### src/rtl/fib_pkg.sv
// rtl/fib_pkg.sv - shared state encoding and reference seeds for the Fibonacci checker
package fib_pkg;

  typedef enum logic [1:0] {
    IDLE = 2'd0,
    WAIT = 2'd1,
    ACK  = 2'd2,
    DONE = 2'd3
  } fib_chk_state_t;

  localparam int FIB_SEED_A = 0;
  localparam int FIB_SEED_B = 1;
  localparam int DLY_W      = 4;

endpackage

### src/rtl/fib_ref.sv
// rtl/fib_ref.sv - local Fibonacci reference pair (a,b); exp presents a, wraps mod 2^WIDTH
module fib_ref
  import fib_pkg::*;
#(
  parameter int WIDTH = 16
) (
  input  logic             clk,
  input  logic             rst,
  input  logic             clr,
  input  logic             adv,
  output logic [WIDTH-1:0] exp
);

  logic [WIDTH-1:0] r_a;
  logic [WIDTH-1:0] r_b;

  always_ff @(posedge clk or negedge rst) begin
    if (!rst) begin
      r_a <= WIDTH'(FIB_SEED_A);
      r_b <= WIDTH'(FIB_SEED_B);
    end else if (clr) begin
      r_a <= WIDTH'(FIB_SEED_A);
      r_b <= WIDTH'(FIB_SEED_B);
    end else if (adv) begin
      r_a <= r_b;
      r_b <= r_a + r_b;
    end
  end

  assign exp = r_a;

endmodule

### config.mk
export PLATFORM = sky130hd
export DESIGN_NAME = fib_ref
export DESIGN_NICKNAME = d
export VERILOG_FILES = /design/src/rtl/fib_pkg.sv /design/src/rtl/fib_ref.sv
export SDC_FILE = /design/constraint.sdc
export NUM_CORES = 1
export LEC_CHECK = 0
export CORE_MARGIN = 4
export CORE_UTILIZATION = 40
export CTS_CLUSTER_DIAMETER = 80
export DETAILED_ROUTE_END_ITERATION = 16
export GPL_TIMING_DRIVEN = 0
export SLEW_MARGIN = 10
export SYNTH_ARGS = -nofsm -noshare
export SYNTH_HDL_FRONTEND = slang
export SYNTH_SLANG_ARGS = --single-unit
### constraint.sdc
create_clock -name clk -period 3.62 [get_ports clk]
set_input_delay 0.724 -clock clk [delete_from_list [all_inputs] [get_ports clk]]
set_output_delay 0.724 -clock clk [all_outputs]
set_load 0.01 [all_outputs]
==> flow_summary_export.csv <==
group,metric,value,unit
status,status,"completed",
floorplan,ios,20,
sta,clock_skew,0.00271,ns
floorplan,num_rows,25,
global_routing,grt.overflow.total,0,
worst_setup_path,r2r_end,"r_b[14]",
global_routing,track_usage,15.4,%
routing,ant_nets,0,
worst_setup_path,worstReg2RegStart,"exp[0]",
worst_setup_path,crit_type,"flip-flop to flip-flop",
sta,fmax,383,MHz
cells_and_area,fin_area,2380,um2
worst_hold_path,hp-class,"input pin to async pin",
routing,routed_via_density,5.34,
routing,first_iter_violations,105,
worst_setup_path,ff2ff_path_depth,9,
logic_synthesis,synth_cell_types,44,
cells_and_area,n_fill_cell,498,
placement,dp_hpwl,3.05,mm
routing,drc,0,
flow_run,drv_cap,0,
pwr,p_per_area,302,nW/um2
placement,io_buffers,19,
worst_setup_path,r2r_slack,1.01,ns
routing,wl,4.29,mm
logic_synthesis,netlist.area_leader.share,38.4,%
pwr,p_leak,0.00112,uW
logic_synthesis,synth_area_leaders,"dfrtp_1, mux2i_1, ha_1",
routing,wl_per_cell,14.4,um
logic_synthesis,syn_area_per_cell,9.91,um2
sta,hold_violations,0,
clocking,clock-sinks,32,
clocking,cts_resized,0,
clocking,numCtsBuffers,5,
clocking,clock_latency,0.28,ns
worst_setup_path,critical_path_arrival,2.78,ns
worst_setup_path,startpoint_type,"flip-flop",
cells_and_area,synthToLayoutAreaGrowth,17.8,%
logic_synthesis,async_flop_share,100,%
floorplan,fp.dieArea,6250,um2
sta,slew_violations,0,
global_routing,grt_pass1_vias,1602,
clocking,cts_root_buffer,"clkbuf_8",
placement,gp_congestion,0.915,
worst_setup_path,cp.required,3.79,ns
sta,rsz0062_at_grt,"no",
logic_synthesis,syn_area,2020,um2
logic_synthesis,yosysMostFrequentCell,"dfrtp_1",
logic_synthesis,ys_ff_latch,32,
clocking,clockBufferDepth,2,
logic_synthesis,synth_common_cells,"dfrtp_1, nor2_1, mux2i_1",
clocking,hold_buffers,0,
floorplan,start_util,41.9,%
clocking,path_clk_slew,0.07,ns
floorplan,die_h,79.1,um
sta,fin_tns_setup,0,ns
logic_synthesis,yosysSeqAreaShare,39.7,%
logic_synthesis,ys.flop_type,"dfrtp_1",
cells_and_area,diodes,0,
floorplan,coreArea,4820,um2
pwr,ir_worst_vdd,0.148,mV
worst_setup_path,end_kind,"flip-flop",
global_routing,antenna_found_initial,0,
floorplan,die_w,79.1,um
placement,placed_area,2290,um2
cells_and_area,multi_input_area,1160,um2
sta,tightest_slew,0.839,ns
global_routing,grt_pass1_wl,7.60,mm
routing,vias,1591,
cells_and_area,num-nets-final,250,
clocking,cts_max_level,2,
logic_synthesis,synthesis.nets,224,
logic_synthesis,yosys.area.top_type,"dfrtp_1",
sta,finalCriticalPeriod,2.61,ns
logic_synthesis,synth_edf_count,0,
routing,first_pass_iters,4,
logic_synthesis,yosys_warnings,0,
sta,slew_headroom,44.1,%
global_routing,grt_max_degree,33,
sta,setup_viol,0,
worst_setup_path,worstPathMaxFanout,5,
cells_and_area,drive_above_1_share,6.93,%
logic_synthesis,synthCells,204,
cells_and_area,seq_area,802,um2
clocking,cts_tree,"yes",
sta,finalCritPeriodShare,72.1,%
clocking,cts_setup_buffers,0,
-- final cells by class --
type / instances / area share (%)
well taps: 67 / 3.52
multi-input cells: 156 / 48.6
plain buffers: 10 / 1.68
clock buffers: 8 / 3.79
flip-flops and latches: 32 / 33.7
repair buffers: 19 / 7.78
inverters: 6 / 0.946
-- cells by family (layout without fill, tap and decap cells) --
group                      after synthesis  in the layout  share of synthesized area [%]
AOI/OAI and AO/OA                       58             58                           20.2
and+or+nand+nor                         54             54                           13.2
DFF                                     32             32                           39.7
muxes                                   21             21                           10.5
adders and majority gates               16             16                           10.3
buffers and inverters                   16             43                           3.10
xor gates and xnor gates                 7              7                           3.03
-- cells in the final DEF (no fill, tap or decap), types with 2 or more instances in the layout --
cell,count
dfrtp_1,31
nor2_1,30
mux2i_1,20
clkdlybuf4s50_1,18
ha_1,15
a21oi_1,13
o21ai_0,10
clkbuf_1,8
inv_1,6
nand2_1,6
clkbuf_8,6
nand4_1,5
a211oi_1,5
a21o_1,4
a32o_1,4
xnor2_1,4
buf_2,3
o21a_1,3
xor2_1,3
buf_1,2
nor2b_4,2
o31a_1,2
o31ai_1,2
a221o_1,2
nand3b_1,2
a21bo_2,2
o21bai_1,2
or3_1,2
nor2b_1,2
-- worst max-delay path: stages (launching register included) --
cell     delay (ns)
dfrtp_1        0.40
ha_1           0.25
inv_1          0.08
fa_1           0.25
nor2b_4        0.06
o31a_1         0.27
o31a_1         0.33
nor2b_4        0.16
or4_1          0.46
a32o_1         0.25
-- how the worst max path moves through the flow --
stage | startpoint | slack [ns] | to | depth (start not counted)
6_report | exp[0] | 1.01 | r_b[14] | 9
5_1_grt | exp[1] | 0.81 | r_b[15] | 7
4_1_cts | exp[0] | 1.01 | r_b[14] | 9
3_5_place_dp | adv | 0.81 | exp[13] | 5
3_3_place_gp | adv | 0.82 | r_b[2] | 5
2_1_floorplan | exp[0] | 1.15 | r_b[14] | 9
-- routing by layer --
| metal | up-vias | wire (um) | global-route usage (%) |
|---|---|---|---|
| li1 | 808 | - | - |
| met1 | 757 | 2170 | 21.3 |
| met2 | 22 | 1940 | 24.1 |
| met3 | 4 | 138 | 2.95 |
| met4 | 0 | 53 | 5.67 |
| met5 | - | 0 | 0 |
-- power by group --
group          internal (uW)  switching (uW)  total, uW  leakage [uW]
clock                    155             129        284     0.0000455
combinational           25.1            40.4       65.6      0.000638
sequential               364            5.07        369      0.000440
total                    544             174        719       0.00112
-- registers in the layout, summed over array words and instances, names as in the netlist --
signal,flops
exp,16
r_b,16
-- per-stage QoR --
stage	total power [uW]	worst slack, ns	hold WS [ns]	std cells	utilization, %
global placement	443	0.822	0.505	290	47.6
detailed placement	443	0.806	0.509	290	47.5
floorplan	416	1.15	0.428	204	-
CTS	737	1.01	0.521	298	49.4
global route	758	0.813	0.549	298	49.4
finish	719	1.01	0.498	298	49.4
Power figures use the tool's default switching activity.
